--- config.mk ---
export PLATFORM = sky130hd
export DESIGN_NAME = joy_db15_tx_flat
export DESIGN_NICKNAME = d
export VERILOG_FILES = /design/src/rtl/joy_db15_pkg.sv /design/src/rtl/joy_db15_tx_if.sv /design/src/rtl/joy_sync_edge.sv /design/src/rtl/joy_db15_tx.sv /design/src/flat_wrapper.sv
export SDC_FILE = /design/constraint.sdc
export NUM_CORES = 1
export LEC_CHECK = 0
export BUFFER_PORTS_ARGS = -buffer_cell sky130_fd_sc_hd__buf_2
export CAP_MARGIN = 20
export CORE_AREA = 2 2 83 85
export CTS_CLUSTER_DIAMETER = 100
export CTS_CLUSTER_SIZE = 24
export DETAILED_ROUTE_END_ITERATION = 10
export DIE_AREA = 0 0 85 87
export GPL_ROUTABILITY_DRIVEN = 0
export GPL_TIMING_DRIVEN = 0
export PLACE_DENSITY = 0.67
export SYNTH_ARGS = -nofsm -noshare
export SYNTH_HDL_FRONTEND = slang
export SYNTH_SLANG_ARGS = --single-unit
--- constraint.sdc ---
create_clock -name clk -period 3.2 [get_ports clk]
set_input_delay 0.16 -clock clk [delete_from_list [all_inputs] [get_ports clk]]
set_output_delay 0.16 -clock clk [all_outputs]
set_load 0.005 [all_outputs]
--- src/rtl/joy_db15_pkg.sv ---
// Shared constants for the DB15 joystick link: frame geometry, button bit
// positions and the helper that assembles the two-player load word.
package joy_db15_pkg;

  localparam int unsigned JOY_DB15_NBITS = 24;
  localparam int unsigned JOY_DB15_PBITS = 12;

  // Bit positions inside one player's 12-bit state word
  localparam int unsigned JOY_R = 0;
  localparam int unsigned JOY_L = 1;
  localparam int unsigned JOY_D = 2;
  localparam int unsigned JOY_U = 3;
  localparam int unsigned JOY_A = 4;
  localparam int unsigned JOY_B = 5;
  localparam int unsigned JOY_C = 6;
  localparam int unsigned JOY_E = 7;
  localparam int unsigned JOY_F = 8;
  localparam int unsigned JOY_G = 9;
  localparam int unsigned JOY_X = 10;
  localparam int unsigned JOY_H = 11;

  // Player 1 occupies the low half so its R button is shifted out first
  function automatic logic [2*JOY_DB15_PBITS-1:0] joy_word(
    input logic [JOY_DB15_PBITS-1:0] p1,
    input logic [JOY_DB15_PBITS-1:0] p2
  );
    return {p2, p1};
  endfunction

endpackage

--- src/rtl/joy_db15_tx_if.sv ---
// DB15 serial link as seen on the connector: host drives clock and load,
// target returns active-low serial data.
interface joy_db15_tx_if;
  logic joy_clk;
  logic joy_load;
  logic joy_data;

  modport master (
    output joy_clk,
    output joy_load,
    input  joy_data
  );

  modport slave (
    input  joy_clk,
    input  joy_load,
    output joy_data
  );
endinterface

--- src/rtl/joy_sync_edge.sv ---
// Synchronizer plus edge detector for one asynchronous link input.
// With JOY_DB15_TX_DEGLITCH_EN defined, a stability filter of DEGLITCH_CYCLES
// sits between the synchronizer and the edge detector.
module joy_sync_edge #(
  parameter int unsigned SYNC_STAGES     = 2,
  parameter int unsigned DEGLITCH_CYCLES = 3,
  parameter logic        RESET_VAL       = 1'b0
) (
  input  logic clk,
  input  logic reset,
  input  logic din,
  output logic level,
  output logic rise,
  output logic fall
);

`ifdef JOY_DB15_TX_DEGLITCH_EN
  localparam int unsigned FiltLen = DEGLITCH_CYCLES;
`else
  // Filter absent in this build; the length parameter has no effect
  localparam int unsigned FiltLen = 0 * DEGLITCH_CYCLES;
`endif

  logic [SYNC_STAGES-1:0] sync_q, sync_d;
  logic                   synced;
  logic                   prev_q, prev_d;

  // Shift the raw pin level through the synchronizer chain
  always_comb begin
    sync_d = {sync_q[SYNC_STAGES-2:0], din};
  end

  // Synchronizer flops
  always_ff @(posedge clk) begin
    if (reset) sync_q <= {SYNC_STAGES{RESET_VAL}};
    else       sync_q <= sync_d;
  end

  assign synced = sync_q[SYNC_STAGES-1];

  if (FiltLen > 0) begin : g_filt
    localparam int unsigned CW = $clog2(FiltLen + 1);
    localparam logic [CW-1:0] CntLast = CW'(FiltLen - 1);

    logic          filt_q, filt_d;
    logic [CW-1:0] cnt_q, cnt_d;

    // Accept a new level only after it has held for FiltLen cycles
    always_comb begin
      filt_d = filt_q;
      cnt_d  = '0;
      if (synced != filt_q) begin
        if (cnt_q == CntLast) filt_d = synced;
        else                  cnt_d  = cnt_q + CW'(1);
      end
    end

    // Filter state
    always_ff @(posedge clk) begin
      if (reset) begin
        filt_q <= RESET_VAL;
        cnt_q  <= '0;
      end else begin
        filt_q <= filt_d;
        cnt_q  <= cnt_d;
      end
    end

    assign level = filt_q;
  end else begin : g_nofilt
    assign level = synced;
  end

  // Previous level for edge detection
  always_comb begin
    prev_d = level;
  end

  // Edge-detect flop
  always_ff @(posedge clk) begin
    if (reset) prev_q <= RESET_VAL;
    else       prev_q <= prev_d;
  end

  assign rise = level & ~prev_q;
  assign fall = ~level & prev_q;

endmodule

--- src/rtl/joy_db15_tx.sv ---
// Target-side DB15 joystick responder: emulates the adapter's parallel-in /
// serial-out chain, returning both players' buttons active-low on joy_data.
// Optional input deglitch filter: define JOY_DB15_TX_DEGLITCH_EN.
module joy_db15_tx
  import joy_db15_pkg::*;
#(
  parameter int unsigned NBITS           = JOY_DB15_NBITS,
  parameter int unsigned SYNC_STAGES     = 2,
  parameter int unsigned TIMEOUT_CYCLES  = 1000000,
  parameter int unsigned DEGLITCH_CYCLES = 3
) (
  input  logic                      clk,
  input  logic                      reset,
  input  logic [JOY_DB15_PBITS-1:0] joystick1,
  input  logic [JOY_DB15_PBITS-1:0] joystick2,
  joy_db15_tx_if.slave              link,
  output logic                      frame_done,
  output logic                      overrun,
  output logic                      link_active
);

  localparam int unsigned WordBits = 2 * JOY_DB15_PBITS;
  localparam int unsigned CntW     = $clog2(NBITS + 1);
  localparam int unsigned TmoW     = $clog2(TIMEOUT_CYCLES + 1);

  localparam logic [CntW-1:0] CntMax    = CntW'(NBITS);
  localparam logic [CntW-1:0] CntLast   = CntW'(NBITS - 1);
  localparam logic [CntW-1:0] CntPenult = CntW'(NBITS - 2);
  localparam logic [TmoW-1:0] TmoMax    = TmoW'(TIMEOUT_CYCLES);

  logic clk_level, clk_rise, unused_clk_fall;
  logic load_level, load_fall, unused_load_rise;

  logic [NBITS-1:0]          shreg_q, shreg_d;
  logic [CntW-1:0]           bit_cnt_q, bit_cnt_d;
  logic                      overrun_q, overrun_d;
  logic                      frame_done_q, frame_done_d;
  logic [TmoW-1:0]           tmo_q, tmo_d;
  logic                      active_q, active_d;
  logic [NBITS+WordBits-1:0] load_word;

  joy_sync_edge #(
    .SYNC_STAGES     (SYNC_STAGES),
    .DEGLITCH_CYCLES (DEGLITCH_CYCLES),
    .RESET_VAL       (1'b0)
  ) u_clk_sync (
    .clk   (clk),
    .reset (reset),
    .din   (link.joy_clk),
    .level (clk_level),
    .rise  (clk_rise),
    .fall  (unused_clk_fall)
  );

  // Load idles high, so reset it high to avoid a spurious load after reset
  joy_sync_edge #(
    .SYNC_STAGES     (SYNC_STAGES),
    .DEGLITCH_CYCLES (DEGLITCH_CYCLES),
    .RESET_VAL       (1'b1)
  ) u_load_sync (
    .clk   (clk),
    .reset (reset),
    .din   (link.joy_load),
    .level (load_level),
    .rise  (unused_load_rise),
    .fall  (load_fall)
  );

  // Pad above the player word with ones so a longer chain reads "not pressed"
  assign load_word = {{NBITS{1'b1}}, ~joy_word(joystick1, joystick2)};

  // Shift chain: load has priority over a coincident clock rise
  always_comb begin
    shreg_d      = shreg_q;
    bit_cnt_d    = bit_cnt_q;
    overrun_d    = overrun_q;
    frame_done_d = 1'b0;
    if (!load_level) begin
      shreg_d   = load_word[NBITS-1:0];
      bit_cnt_d = '0;
      overrun_d = 1'b0;
    end else if (clk_rise) begin
      shreg_d = {1'b1, shreg_q[NBITS-1:1]};
      if (bit_cnt_q >= CntLast)   overrun_d    = 1'b1;
      if (bit_cnt_q == CntPenult) frame_done_d = 1'b1;
      if (bit_cnt_q != CntMax)    bit_cnt_d    = bit_cnt_q + CntW'(1);
    end
  end

  // Link watchdog: any load fall re-arms it
  always_comb begin
    tmo_d    = tmo_q;
    active_d = active_q;
    if (load_fall) begin
      tmo_d    = '0;
      active_d = 1'b1;
    end else if (tmo_q != TmoMax) begin
      tmo_d = tmo_q + TmoW'(1);
      if (tmo_d == TmoMax) active_d = 1'b0;
    end
  end

  // State registers
  always_ff @(posedge clk) begin
    if (reset) begin
      shreg_q      <= '1;
      bit_cnt_q    <= '0;
      overrun_q    <= 1'b0;
      frame_done_q <= 1'b0;
      tmo_q        <= '0;
      active_q     <= 1'b0;
    end else begin
      shreg_q      <= shreg_d;
      bit_cnt_q    <= bit_cnt_d;
      overrun_q    <= overrun_d;
      frame_done_q <= frame_done_d;
      tmo_q        <= tmo_d;
      active_q     <= active_d;
    end
  end

  assign link.joy_data = shreg_q[0];
  assign frame_done    = frame_done_q;
  assign overrun       = overrun_q;
  assign link_active   = active_q;

endmodule

--- src/flat_wrapper.sv ---
// flat-port wrapper written by rule: the top's interface ports become plain ports
module joy_db15_tx_flat import joy_db15_pkg::*;
#(
  parameter int unsigned NBITS           = JOY_DB15_NBITS,
  parameter int unsigned SYNC_STAGES     = 2,
  parameter int unsigned TIMEOUT_CYCLES  = 1000000,
  parameter int unsigned DEGLITCH_CYCLES = 3
)
  (clk, reset, joystick1, joystick2, frame_done, overrun, link_active, link_joy_clk, link_joy_load, link_joy_data);
  joy_db15_tx_if link_i ();
  input  logic clk;
  input  logic reset;
  input  logic [JOY_DB15_PBITS-1:0] joystick1;
  input  logic [JOY_DB15_PBITS-1:0] joystick2;
  output logic frame_done;
  output logic overrun;
  output logic link_active;
  input wire logic [$bits(link_i.joy_clk)-1:0] link_joy_clk;
  input wire logic [$bits(link_i.joy_load)-1:0] link_joy_load;
  output wire logic [$bits(link_i.joy_data)-1:0] link_joy_data;
  assign link_i.joy_clk = link_joy_clk;
  assign link_i.joy_load = link_joy_load;
  assign link_joy_data = link_i.joy_data;
  joy_db15_tx #(.NBITS(NBITS), .SYNC_STAGES(SYNC_STAGES), .TIMEOUT_CYCLES(TIMEOUT_CYCLES), .DEGLITCH_CYCLES(DEGLITCH_CYCLES)) u_core (.clk(clk), .reset(reset), .joystick1(joystick1), .joystick2(joystick2), .link(link_i), .frame_done(frame_done), .overrun(overrun), .link_active(link_active));
endmodule
==> results of run 1 <==
## layout make-up
type,instances,area [sq um],area share
plain buffers,16,96.3,0.0294
clock buffers,14,163,0.0496
clock inverters,2,35.0,0.0107
inverters,9,33.8,0.0103
multi-input cells,209,1530,0.466
flip-flops and latches,58,1160,0.354
well taps,80,100,0.0305
repair buffers,32,160,0.0489
## path summary, 6_finish.rpt
check	to	depth (start not counted)	from
setup / recovery	u_core.link_active	7	u_core.tmo_q[3]
hold / removal	u_core.u_load_sync.sync_q[0]	2	link_joy_load
setup reg to reg	u_core.link_active	7	u_core.tmo_q[3]
hold reg to reg	u_core.u_load_sync.sync_q[1]	1	u_core.u_load_sync.sync_q[0]
## Yosys cell counts, drive strengths merged
library cell	count	area share
and4	1	0.0031
and3	3	0.0075
nor2	30	0.049
or3	4	0.0089
o21a	1	0.0027
o21bai	1	0.0027
xor2	10	0.031
xnor2	11	0.034
a31oi	3	0.0067
or4b	2	0.0071
nand3	11	0.020
nor3	5	0.0089
nor2b	4	0.0089
a21o	1	0.0027
nor4	2	0.0044
nand4b	2	0.0062
dfxtp	58	0.41
and2b	1	0.0031
buf	7	0.020
nand4	3	0.0067
nand2	9	0.012
mux2i	50	0.18
o2111ai	1	0.0031
nand2b	3	0.0093
nor3b	4	0.012
ha	5	0.022
or4	2	0.0053
a21oi	3	0.0053
clkbuf	9	0.014
inv	9	0.012
mux2	1	0.0040
or2	28	0.062
o211ai	1	0.0027
nand3b	1	0.0027
o21ai	6	0.011
## sequential cells by signal, indices dropped and copies added, names as in the netlist
signal,count
u_core.frame_done,1
u_core.link_active,1
u_core.bit_cnt_q,5
u_core.overrun,1
u_core.tmo_q,20
u_core.u_clk_sync.sync_q,2
u_core.u_clk_sync.prev_q,1
u_core.u_load_sync.sync_q,2
u_core.shreg_q,24
u_core.u_load_sync.prev_q,1
## metal layers
metal  up-vias  track usage
li1       1080            -
met1       942        0.184
met2        37        0.223
met3        11       0.0341
met4         0       0.0606
met5         -            0
## kinds of logic after synthesis
group / Yosys count / share of synthesized area
AND/OR/NAND/NOR: 115 / 0.237
flip-flops: 58 / 0.412
multiplexers: 51 / 0.181
buffers and inverters: 25 / 0.0461
XOR/XNOR: 21 / 0.0652
AO/OA/AOI/OAI: 17 / 0.0364
adder cells (fa/ha/maj): 5 / 0.0222
## stage by stage
stage | setup slack [ns] | instances | power [mW] | util | hold slack, ns
floorplan | 0.965 | 292 | 0.841 | - | 0.264
global placement | 0.582 | 403 | 0.873 | 0.468 | 0.356
detailed placement | 0.625 | 403 | 0.875 | 0.468 | 0.352
CTS | 0.511 | 419 | 1.54 | 0.498 | 0.0106
global route | 0.576 | 420 | 1.59 | 0.499 | 0.0104
finish | 0.685 | 420 | 1.52 | 0.499 | 0.0196
## critical path, cell delays in order (launching register included)
cell and delay (ns):
dfxtp_1 0.43, nand4_1 0.33, nor4_1 0.63, clkbuf_2 0.26, and3_2 0.18, o21ai_0 0.11, nor3_1 0.33, a31oi_1 0.13
## where the power goes
group	switching [mW]	leakage (nW)	internal [mW]	total, mW
Sequential	0.0119	0.472	0.741	0.753
Clock	0.262	0.101	0.402	0.664
Combinational	0.0482	0.782	0.0563	0.104
Total	0.322	1.35	1.20	1.52
==> run metrics, run 1 <==
met3 WL=between 200 and 250 um; Max Freq=0.398 GHz; core area=approximately 0.0066 sq mm; overall routed net length=4820 um; layout cell share with drive strength beyond 1=0.279; CTS max path bufs=2; CTS Buf Count=9; Max-Slew Margin vs Limit=0.539; Die Footprint=approximately 0.0074 sq mm; post-route minimum period=2.51 ns; Synthesized Nets=between 300 and 400; GRT Total Usage=0.141; largest net degree at the start of global routing=11; io pins=32; DR DRC count=0; design area=0.00328 sq mm; DR vias/cell=4.93; Critical Path Start Type=flip-flop; number of setup buffers added after CTS=0; Post-Syn Area=0.00282 sq mm; htree depth=3; VDD IR-drop max=0.297 mV; dpl hpwl=3540 um; hold buffers post-CTS=0; R2R Setup Slk=0.69 ns; CP max FO=8; PostCTS Resize Cnt=0; # rows=30; met1 wire length=2370 um; status=completed; most frequent cells in the layout=dfxtp_1, mux2i_1, buf_2; Max-cap violations=0; power per cell area=464 mW/mm^2; die width=roughly 85 um; Root Buffer=clkbuf_8; first-pass GRT wire length=between 8000 and 9000 um; Fillers=613; crit path kind=flip-flop to flip-flop; wire per inst=roughly 11 um; first drt pass iteration count=4; Tightest Pin Transition=0.691 ns; PortBufs=31; synthesized area per cell=9.66 sq um; Routed met2 length=roughly 2100 um; vias in the first global route=between 1500 and 2000; clk_skew=0.00823 ns; crit path capture type=flip-flop; clock sinks=58; # diodes=0; HP Class=input pin to flip-flop; Starting Density=0.429; total number of vias=2070; Post-DRT Antenna Nets=0; Top Layer Used=met4; initial DRC count=roughly 130; GRT overflow=0; Clock Pin Slew Worst Setup and Hold Paths=roughly 0.070 ns; Hold Violations, Final=0; sequential area share after synthesis=0.412; Post-Syn Instances=around 290; CP arrival=approximately 2.7 ns; Req. time, crit path=3.41 ns; Synth cell types=44; static leakage=1.35 nW; Slew Limit Fails=0; unrepaired setup endpoints after global routing=no; setup TNS=0 ns; Area Growth Syn to Fin=16.2%; CTS tree=done; initial antenna violation count=0; Syn. warnings=0; Cell Area, Placed=0.00308 sq mm; clock latency on the worst-skew pair=0.33 ns; final net count=368; Die Span Y=87 um; #FFs+latches synth=58; setup violators final=0; period utilization=0.786; commonest non-fill, non-tap cell in the layout=dfxtp_1
No activity file was read; power rests on OpenSTA's default activity.
==> inputs of run 2 (changes only) <==
Clock period 3.2 ns to 2.47 ns, I/O delays scaled along.
==> run 2 against run 1 <==
  * Final cell count grew 0.24%
  * Global-route usage grew 0.12 points
  * Worst hold slack gained 0.10 ns
  * Via count grew 0.53%
  * Largest power group unchanged
  * Register-to-register slack lost 0.58 ns
  * Critical path depth grew 1
  * Worst setup slack lost 0.58 ns
  * Critical path type unchanged
  * First-iteration DRC count shrank 17%
==> run metrics, run 2 (synthesis results as in run 1) <==
status=completed (unchanged); core area=0.00657 sq mm (unchanged); initial antenna violation count=0 (unchanged); period utilization=0.959 (was 0.786); post-route minimum period=2.37 ns (was 2.51 ns); biggest regs=u_core.shreg_q: 24 flops, u_core.tmo_q: 20 flops, u_core.bit_cnt_q: 5 flops (unchanged); total number of vias=2081 (was 2070); CTS max path bufs=2 (unchanged); PortBufs=31 (unchanged); vias in the first global route=1925 (was 1900); # diodes=0 (unchanged); HP Class=input pin to flip-flop (unchanged); final setup margin=0.101 ns (was 0.685 ns); dpl ws=-0.105 ns (was 0.625 ns); die width=85 um (unchanged); worst-path cell with the longest stage delay=or4b_1 (was nor4_1); Die Span Y=87 um (unchanged); Post-DRT Antenna Nets=0 (unchanged); # rows=30 (unchanged); Area Growth Syn to Fin=17.3% (was 16.2%); initial DRC count=105 (was 127); Max-cap violations=0 (unchanged); DR DRC count=0 (unchanged); Tightest Pin Transition=0.694 ns (was 0.691 ns); unrepaired setup endpoints after global routing=no (unchanged); commonest non-fill, non-tap cell in the layout=dfxtp_1 (unchanged); CTS tree=done (unchanged); dpl hpwl=3540 um (unchanged); clock sinks=58 (unchanged); wire per inst=11.5 um (about the same); number of flip-flops in the largest register=24 (unchanged); setup violators final=0 (unchanged); io pins=32 (unchanged); Max Freq=0.422 GHz (was 0.398 GHz); design area=0.00331 sq mm (was 0.00328 sq mm); clk_skew=0.00829 ns (was 0.00823 ns); Fillers=610 (was 613); Critical Path Start Type=flip-flop (unchanged); Req. time, crit path=2.69 ns (was 3.41 ns); crit path kind=flip-flop to flip-flop (unchanged); number of setup buffers added after CTS=0 (unchanged); Hold Path Cell Cnt=3 (was 2); CP max FO=10 (was 8); overall routed net length=4850 um (was 4820 um); Hold Violations, Final=0 (unchanged); CP arrival=2.59 ns (was 2.73 ns); Die Footprint=0.00740 sq mm (unchanged); CTS Buf Count=9 (unchanged); Cell Area, Placed=0.00308 sq mm (unchanged); Starting Density=0.429 (unchanged); final net count=369 (was 368); Slew Limit Fails=0 (unchanged); first-pass GRT wire length=8520 um (was 8440 um); CP peak stage delay=0.52 ns (was 0.63 ns); Root Buffer=clkbuf_8 (unchanged); first drt pass iteration count=4 (unchanged); static leakage=1.38 nW (was 1.35 nW); Worst Reg-to-Reg Cells=8 (was 7); VDD IR-drop max=0.390 mV (was 0.297 mV); Most flops, register=u_core.shreg_q (unchanged); crit path capture type=flip-flop (unchanged); Clock Pin Slew Worst Setup and Hold Paths=0.07 ns (about the same); GRT overflow=0 (unchanged); GRT Total Usage=0.142 (was 0.141); power per cell area=597 mW/mm^2 (was 464 mW/mm^2); Max-Slew Margin vs Limit=0.538 (was 0.539); layout cell share with drive strength beyond 1=0.282 (was 0.279); most frequent cells in the layout=dfxtp_1, mux2i_1, buf_2 (unchanged); htree depth=3 (unchanged); DR vias/cell=4.94 (was 4.93); largest net degree at the start of global routing=11 (unchanged); Critical Path, Cell by Cell=buf_6, or4_1, or4b_1, or4_1, buf_6, nand2b_4, buf_12, nor2_2 (was nand4_1, nor4_1, clkbuf_2, and3_2, o21ai_0, nor3_1, a31oi_1); clock latency on the worst-skew pair=0.33 ns (about the same)
==> run 2: repair_timing <==
action | in CTS | in global routing
setup endpoints to repair | 1 | 11
endpoints found under the hold margin | 2 | 0
pin swaps | 0 | 0
resized for setup | 1 | 3
hold buffers | 2 | 0
==> run 2: routing by layer <==
layer | up-vias | wire length (um) | GRT usage
li1 | 1081 | - | -
met1 | 949 | 2320 | 0.183
met2 | 40 | 2200 | 0.228
met5 | - | 0 | 0
met4 | 0 | 95 | 0.0606
met3 | 11 | 227 | 0.0341
==> run 2: stage by stage <==
stage	setup TNS, ns	total power [mW]	cells	util	hold WS (ns)
6_report	0	1.97	421	0.504	0.119
5_1_grt	0	2.07	421	0.504	0.127
4_1_cts	0	2.00	421	0.502	0.117
3_5_place_dp	-0.105	1.13	403	0.468	0.316
3_3_place_gp	-0.148	1.13	403	0.468	0.319
2_1_floorplan	0	1.09	292	-	0.227
==> run 2: worst paths after layout <==
check                                             startpoint                           end  slack [ns]
worst max-delay path                        u_core.tmo_q[11]              u_core.tmo_q[12]        0.10
worst min-delay path                            joystick1[6]             u_core.shreg_q[6]        0.12
worst max register to register              u_core.tmo_q[11]              u_core.tmo_q[12]        0.10
worst min register to register  u_core.u_load_sync.sync_q[0]  u_core.u_load_sync.sync_q[1]        0.41
==> run 2: power by group <==
part           leakage (nW)  internal [mW]  switching [mW]
Sequential            0.472          0.961          0.0156
Combinational         0.806         0.0751          0.0629
Clock                 0.101          0.521           0.340
Total                  1.38           1.56           0.418
==> run 2: worst max-delay path, delay by kind of cell (launching register included) <==
family        cells  cell delay (ns)
simple gates      5             1.53
buf+inv           3             0.41
flops             1             0.31
==> run 2: cell type report <==
type	instances	area, sq um	area share
plain buffers	16	97.6	0.0295
clock buffers	14	163	0.0491
clock inverters	2	35.0	0.0106
inverters	9	33.8	0.0102
multi-input cells	209	1540	0.467
flip-flops and latches	58	1160	0.351
well taps	80	100	0.0302
repair buffers	33	175	0.0529
